File: config.mk
export PLATFORM = sky130hd
export DESIGN_NAME = ahb_controller_flat
export DESIGN_NICKNAME = d
export VERILOG_FILES = /design/src/rtl/ahb_controller_if.sv /design/src/rtl/ahb_controller.sv /design/src/flat_wrapper.sv
export SDC_FILE = /design/constraint.sdc
export NUM_CORES = 1
export LEC_CHECK = 0
export CAP_MARGIN = 0
export CORE_ASPECT_RATIO = 0.9
export CORE_MARGIN = 10
export CORE_UTILIZATION = 37
export DETAILED_ROUTE_END_ITERATION = 10
export GPL_ROUTABILITY_DRIVEN = 0
export GPL_TIMING_DRIVEN = 0
export HOLD_SLACK_MARGIN = 0.15
export PLACE_DENSITY_LB_ADDON = 0.08
export SYNTH_ARGS = -nofsm -noshare
export SYNTH_HDL_FRONTEND = slang
export SYNTH_SLANG_ARGS = --single-unit
File: constraint.sdc
create_clock -name clk -period 4.11 [get_ports clk]
set_clock_uncertainty 0.2 [all_clocks]
set_input_delay 0.6165 -clock clk [delete_from_list [all_inputs] [get_ports clk]]
set_output_delay 0.6165 -clock clk [all_outputs]
set_load 0.01 [all_outputs]
File: src/rtl/ahb_controller_if.sv
// rtl/ahb_controller_if.sv - core request ports and AHB-Lite manager bus signals
interface ahb_controller_if #(
  parameter int WORD_W = 32
);
  logic              iren;
  logic [WORD_W-1:0] iaddr;
  logic              ihit;
  logic [WORD_W-1:0] iload;

  logic              dren;
  logic              dwen;
  logic [WORD_W-1:0] daddr;
  logic [1:0]        dsize;
  logic [WORD_W-1:0] dstore;
  logic              dhit;
  logic [WORD_W-1:0] dload;
  logic              derr;

  logic [WORD_W-1:0] haddr;
  logic [1:0]        htrans;
  logic              hwrite;
  logic [2:0]        hsize;
  logic [2:0]        hburst;
  logic [WORD_W-1:0] hwdata;
  logic [WORD_W-1:0] hrdata;
  logic              hready;
  logic              hresp;

  modport master (
    input  iren, iaddr, dren, dwen, daddr, dsize, dstore, hrdata, hready, hresp,
    output ihit, iload, dhit, dload, derr, haddr, htrans, hwrite, hsize, hburst, hwdata
  );

  modport slave (
    output iren, iaddr, dren, dwen, daddr, dsize, dstore, hrdata, hready, hresp,
    input  ihit, iload, dhit, dload, derr, haddr, htrans, hwrite, hsize, hburst, hwdata
  );
endinterface

File: src/rtl/ahb_controller.sv
// rtl/ahb_controller.sv - AHB-Lite manager arbitrating core fetch and data ports
module ahb_controller #(
  parameter int WORD_W = 32,
  parameter bit DPRIO  = 1'b1
) (
  input  logic             clk,
  input  logic             nrst,
  ahb_controller_if.master bus
);

  typedef enum logic [1:0] {
    ST_IDLE,
    ST_ADDR,
    ST_DATA,
    ST_MISAL
  } state_t;

  localparam logic [1:0] HTRANS_IDLE   = 2'b00;
  localparam logic [1:0] HTRANS_NONSEQ = 2'b10;
  localparam logic [2:0] HSIZE_WORD    = 3'd2;
  localparam logic [2:0] HBURST_SINGLE = 3'd0;

  state_t            state_q, state_d;
  logic              sel_dport_q, sel_dport_d;
  logic [WORD_W-1:0] addr_q, addr_d;
  logic              write_q, write_d;
  logic [2:0]        size_q, size_d;
  logic [WORD_W-1:0] wdata_q, wdata_d;

  logic              drequest;
  logic              pick_dport;
  logic              misaligned;
  logic [1:0]        htrans_c;
  logic              ihit_c, dhit_c, derr_c;
  logic [WORD_W-1:0] iload_c, dload_c, hwdata_c;

  assign drequest   = bus.dren | bus.dwen;
  assign pick_dport = drequest & (DPRIO | ~bus.iren);
  assign misaligned = ((bus.dsize == 2'd1) && bus.daddr[0]) ||
                      ((bus.dsize == 2'd2) && (bus.daddr[1:0] != 2'b00));

  always_comb begin
    state_d     = state_q;
    sel_dport_d = sel_dport_q;
    addr_d      = addr_q;
    write_d     = write_q;
    size_d      = size_q;
    wdata_d     = wdata_q;
    htrans_c    = HTRANS_IDLE;
    ihit_c      = 1'b0;
    dhit_c      = 1'b0;
    derr_c      = 1'b0;
    iload_c     = '0;
    dload_c     = '0;
    hwdata_c    = '0;

    case (state_q)
      ST_IDLE: begin
        if (drequest || bus.iren) begin
          sel_dport_d = pick_dport;
          if (pick_dport) begin
            addr_d  = bus.daddr;
            write_d = bus.dwen;
            size_d  = {1'b0, bus.dsize};
            wdata_d = bus.dwen ? bus.dstore : '0;
            state_d = misaligned ? ST_MISAL : ST_ADDR;
          end else begin
            // Fetches are always word-sized and never alignment-checked.
            addr_d  = bus.iaddr;
            write_d = 1'b0;
            size_d  = HSIZE_WORD;
            wdata_d = '0;
            state_d = ST_ADDR;
          end
        end
      end
      ST_ADDR: begin
        htrans_c = HTRANS_NONSEQ;
        if (bus.hready) begin
          state_d = ST_DATA;
        end
      end
      ST_DATA: begin
        hwdata_c = wdata_q;
        if (bus.hready) begin
          if (sel_dport_q) begin
            dhit_c  = 1'b1;
            dload_c = bus.hrdata;
            derr_c  = bus.hresp;
          end else begin
            ihit_c  = 1'b1;
            iload_c = bus.hrdata;
          end
          state_d = ST_IDLE;
        end
      end
      ST_MISAL: begin
        dhit_c  = 1'b1;
        derr_c  = 1'b1;
        state_d = ST_IDLE;
      end
      default: begin
        state_d = ST_IDLE;
      end
    endcase
  end

  always_ff @(posedge clk) begin
    if (!nrst) begin
      state_q     <= ST_IDLE;
      sel_dport_q <= 1'b0;
      addr_q      <= '0;
      write_q     <= 1'b0;
      size_q      <= HSIZE_WORD;
      wdata_q     <= '0;
    end else begin
      state_q     <= state_d;
      sel_dport_q <= sel_dport_d;
      addr_q      <= addr_d;
      write_q     <= write_d;
      size_q      <= size_d;
      wdata_q     <= wdata_d;
    end
  end

  // Address-phase signals come straight from the latched request so they hold during ADDR stalls.
  assign bus.haddr  = addr_q;
  assign bus.hwrite = write_q;
  assign bus.hsize  = size_q;
  assign bus.hburst = HBURST_SINGLE;
  assign bus.htrans = htrans_c;
  assign bus.hwdata = hwdata_c;
  assign bus.ihit   = ihit_c;
  assign bus.iload  = iload_c;
  assign bus.dhit   = dhit_c;
  assign bus.dload  = dload_c;
  assign bus.derr   = derr_c;

endmodule

File: src/flat_wrapper.sv
// flat-port wrapper written by rule: the top's interface ports become plain ports
module ahb_controller_flat 
#(
  parameter int WORD_W = 32,
  parameter bit DPRIO  = 1'b1
)
  (clk, nrst, bus_iren, bus_iaddr, bus_dren, bus_dwen, bus_daddr, bus_dsize, bus_dstore, bus_hrdata, bus_hready, bus_hresp, bus_ihit, bus_iload, bus_dhit, bus_dload, bus_derr, bus_haddr, bus_htrans, bus_hwrite, bus_hsize, bus_hburst, bus_hwdata);
  ahb_controller_if #(.WORD_W(WORD_W)) bus_i ();
  input  logic clk;
  input  logic nrst;
  input wire logic [$bits(bus_i.iren)-1:0] bus_iren;
  input wire logic [$bits(bus_i.iaddr)-1:0] bus_iaddr;
  input wire logic [$bits(bus_i.dren)-1:0] bus_dren;
  input wire logic [$bits(bus_i.dwen)-1:0] bus_dwen;
  input wire logic [$bits(bus_i.daddr)-1:0] bus_daddr;
  input wire logic [$bits(bus_i.dsize)-1:0] bus_dsize;
  input wire logic [$bits(bus_i.dstore)-1:0] bus_dstore;
  input wire logic [$bits(bus_i.hrdata)-1:0] bus_hrdata;
  input wire logic [$bits(bus_i.hready)-1:0] bus_hready;
  input wire logic [$bits(bus_i.hresp)-1:0] bus_hresp;
  output wire logic [$bits(bus_i.ihit)-1:0] bus_ihit;
  output wire logic [$bits(bus_i.iload)-1:0] bus_iload;
  output wire logic [$bits(bus_i.dhit)-1:0] bus_dhit;
  output wire logic [$bits(bus_i.dload)-1:0] bus_dload;
  output wire logic [$bits(bus_i.derr)-1:0] bus_derr;
  output wire logic [$bits(bus_i.haddr)-1:0] bus_haddr;
  output wire logic [$bits(bus_i.htrans)-1:0] bus_htrans;
  output wire logic [$bits(bus_i.hwrite)-1:0] bus_hwrite;
  output wire logic [$bits(bus_i.hsize)-1:0] bus_hsize;
  output wire logic [$bits(bus_i.hburst)-1:0] bus_hburst;
  output wire logic [$bits(bus_i.hwdata)-1:0] bus_hwdata;
  assign bus_i.iren = bus_iren;
  assign bus_i.iaddr = bus_iaddr;
  assign bus_i.dren = bus_dren;
  assign bus_i.dwen = bus_dwen;
  assign bus_i.daddr = bus_daddr;
  assign bus_i.dsize = bus_dsize;
  assign bus_i.dstore = bus_dstore;
  assign bus_i.hrdata = bus_hrdata;
  assign bus_i.hready = bus_hready;
  assign bus_i.hresp = bus_hresp;
  assign bus_ihit = bus_i.ihit;
  assign bus_iload = bus_i.iload;
  assign bus_dhit = bus_i.dhit;
  assign bus_dload = bus_i.dload;
  assign bus_derr = bus_i.derr;
  assign bus_haddr = bus_i.haddr;
  assign bus_htrans = bus_i.htrans;
  assign bus_hwrite = bus_i.hwrite;
  assign bus_hsize = bus_i.hsize;
  assign bus_hburst = bus_i.hburst;
  assign bus_hwdata = bus_i.hwdata;
  ahb_controller #(.WORD_W(WORD_W), .DPRIO(DPRIO)) u_core (.clk(clk), .nrst(nrst), .bus(bus_i));
endmodule
==> run summary <==
• 2 — number of buffers on the longest clock path
• 14 — pin count of the biggest net entering global routing
• 2.072 mW — Power Total
• 64.21% — max_slew headroom
• 3700 um2 — Post-Synthesis Cell Area
• 70 — TritonCTS sink count
• 0 — warning count from the yosys run
• false — setup repair after global routing missed its margin
• 14,400 um2 — Total Die Area
• 9 — number of buffers inserted during clock tree synthesis
• 482 — synthesized netlist cell count
• 4,498 — total number of vias
• 0.5369 ns — slew at the pin closest to its max-slew limit
• 2.35 ns — setup slack on the worst flop-to-flop path
• 17,510 um — total wirelength of the detailed-routed design
• 114.9 um — die span in y
• 37.88% — proportion of netlist area held by the largest area contributor
• 306.0 nW/um2 — PwrDens
• bus_iload[3] — capture point of the critical path
• 37.88% — sequential share of the synthesized area
• dfxtp_1 — largest area contributor in the netlist
• 0 — number of pins with negative max-slew slack in the final report
• bus_hready — worst setup path start
• 0% — Post-Synth XOR/XNOR Area
• 269 — number of buffer cells added on primary ports
• 0 — antenna diode count
• 26,500 um — global-route wire length before repair
• 6 — worst-case reg-to-reg path depth
• 2.518 nW — P_leak
• 5.014 — routed vias/inst
• 311.5 MHz — Highest Clock Rate
• 27.36% — compound-cell area share of the yosys netlist
• 4,561 — vias in the first global route
• flop to flop — type of the most critical hold path
• 10 — Max Fanout on Critical Path
• 0 ns — setup total negative slack
• yes — CTS tree
• compound AO/OA/AOI/OAI gates — combinational family with the most area after synthesis
• 0 — Post-CTS Repair Setup Buffers
• 78.11% — share of the clock period used by the worst path after layout
• u_core.state_q[1]$_SDFFE_PN0P_ — start of the worst register-to-register path
• 0 — total of endpoints with negative setup slack in the final report
• 83.02% — area overhead of the layout relative to synthesis
• 22.75% — total global routing track utilization
• 0 — number of design rule violations left after detail routing
• 0 — Fin. Hold Viols
• u_core.bus.haddr[10]$_SDFFE_PN0P_ — r2r endpoint
• and2_1 — most used standard cell by instance count after synthesis
• 0.08 ns — clock slew at the register clock pins of the worst setup and hold paths
• 0 — initial antenna violation count
• 0 — number of nets with antenna violations after detailed routing
• 3 — CTS HTree Levels
• 0 — Post-CTS Hold Fix Bufs
• 0.1981 mV — VDD IR-drop max
• 246 — drt first-iter violations
• primary output — endpoint kind of the worst setup timing path
• 9699 um2 — area inside the core boundary
• and2_1 (96), dfxtp_1 (70), a21oi_1 (68) — Commonest cells post-synth
• dfxtp_1 (38%), and2_1 (16%), a21oi_1 (9.2%) — largest cells by area after synthesis
• clkbuf_8 — cell at the root of the clock tree
• 277 — I/O pins
• 4 — number of detailed-route iterations in the first pass
• 0 — Maximum Capacitance Violations
• 0 — post-cts sizing count
• 3.29 ns — Worst EP required
• 0 — count of flip-flops with a built-in enable after synthesis
• 3.210 ns — min cycle time layout
• 33 — distinct cell type count after synthesis
• 2.39 ns — data arrival time of the worst path
• 125.4 um — Die Span X
• finished clean — outcome
• 0% — ys async rst share
• 0% — mux cell area share after synthesis
• dfxtp_1 — dominant synthesized flop cell
• 0.8889 ns — post-place setup slack
• 7.393% — share of cells above drive strength 1
• 0.8995 ns — setup ws final
• 1401 um2 — area used by sequential logic in the layout
• 19.52 um — routed len/inst
• 38.14% — initial cell density of the core
• 822 — fill cell total of the finished layout
• 0% — Post-Synth Adder-Cell Area
• input pin — kind of start point of the critical path
• 903 — final layout net count
• 70 — number of register bits inferred by synthesis
• 0 — overflow left after global routing
• 26.14% — Synth Area in Simple Gates
• 7.676 um2 — mean area per synthesized cell
• input pin to primary output — path type of the worst setup path
• 34 — num rows
• 14,510 um — placed wire-length estimate after detailed placement
• 1998 um2 — footprint of the multi-input gates
• 0.34 ns — clock latency reported for the late side of the worst-skew pair
## worst max-delay path: stages
cell and delay, ns:
clkdlybuf4s50_1 0.52, and3b_1 0.27, clkbuf_2 0.23, and2_1 0.15
clkdlybuf4s50_1 0.59
## where the power goes
| group | switching [mW] | internal, mW |
|---|---|---|
| registers | 0.0409 | 0.760 |
| logic | 0.326 | 0.372 |
| clock network | 0.273 | 0.300 |
| total | 0.641 | 1.43 |
## flip-flops by register name, indices dropped and copies added (netlist names)
name                count
u_core.state_q          2
u_core.wdata_q         32
u_core.bus.haddr       32
u_core.sel_dport_q      1
u_core.bus.hsize        2
u_core.bus.hwrite       1
## worst min path at each step
| stage | startpoint | to | cells past startpoint |
|---|---|---|---|
| 4_1_cts | u_core.wdata_q[10]$_SDFFE_PN0P_ | u_core.wdata_q[10]$_SDFFE_PN0P_ | 2 |
| 3_5_place_dp | u_core.wdata_q[10]$_SDFFE_PN0P_ | u_core.wdata_q[10]$_SDFFE_PN0P_ | 2 |
| 2_1_floorplan | u_core.wdata_q[0]$_SDFFE_PN0P_ | u_core.wdata_q[0]$_SDFFE_PN0P_ | 2 |
| 5_1_grt | u_core.wdata_q[24]$_SDFFE_PN0P_ | u_core.wdata_q[24]$_SDFFE_PN0P_ | 2 |
| 6_report | u_core.wdata_q[10]$_SDFFE_PN0P_ | u_core.wdata_q[10]$_SDFFE_PN0P_ | 2 |
| 3_3_place_gp | u_core.wdata_q[0]$_SDFFE_PN0P_ | u_core.wdata_q[0]$_SDFFE_PN0P_ | 2 |
## final cells by class
cell class | count | area share, %
sequential | 70 | 20.69
tap | 126 | 2.328
clock buffer | 10 | 2.033
timing repair buffer | 269 | 39.76
buffer | 55 | 4.490
inverter | 3 | 0.1663
multi-input combinational | 358 | 29.51
clock inverter | 6 | 1.016
## kinds of logic (layout without fill, tap and decap cells)
kind of cell    Yosys count  count (layout)
simple gates            178             178
other cells               1               5
compound gates          175             175
flops                    70              70
buf+inv                  58             343
## routing by layer
| layer | vias up | track usage, % | part of all wire [%] |
|---|---|---|---|
| met3 | 19 | 6.765 | 7.8 |
| met4 | 0 | 6.672 | 1.7 |
| met2 | 180 | 40.97 | 51 |
| li1 | 2223 | - | - |
| met1 | 2076 | 25.60 | 39 |
| met5 | - | 0 | 0 |
## cells in the final DEF, fill, tap and decap left out, types with 2 or more instances in the layout
cell	Yosys	final
clkdlybuf4s50_1	0	269
and2_1	96	96
dfxtp_1	70	70
a21oi_1	68	68
nand2_1	65	65
o21ai_0	63	63
a311oi_1	32	32
clkbuf_1	21	21
buf_2	13	13
buf_4	11	11
clkbuf_8	0	10
o21ai_1	7	7
clkbuf_2	5	5
conb_1	1	5
buf_6	4	4
inv_1	2	2
nor2_1	2	2
and3_1	2	2
nor2_2	2	2
nor3_1	2	2
nand3b_1	2	2
clkinv_4	0	2
## metrics by stage
| step | instances | utilization [%] | hold WS (ns) | area (um2) |
|---|---|---|---|---|
| after floorplan | 486 | - | 0.2487 | 3715 |
| after global placement | 881 | 67.69 | 0.2553 | 6565 |
| after detailed placement | 881 | 67.69 | 0.2627 | 6565 |
| after CTS | 897 | 69.81 | 0.2739 | 6771 |
| after global routing | 897 | 69.81 | 0.2905 | 6771 |
| final | 897 | 69.81 | 0.2717 | 6771 |
Power figures use the tool's default switching activity.
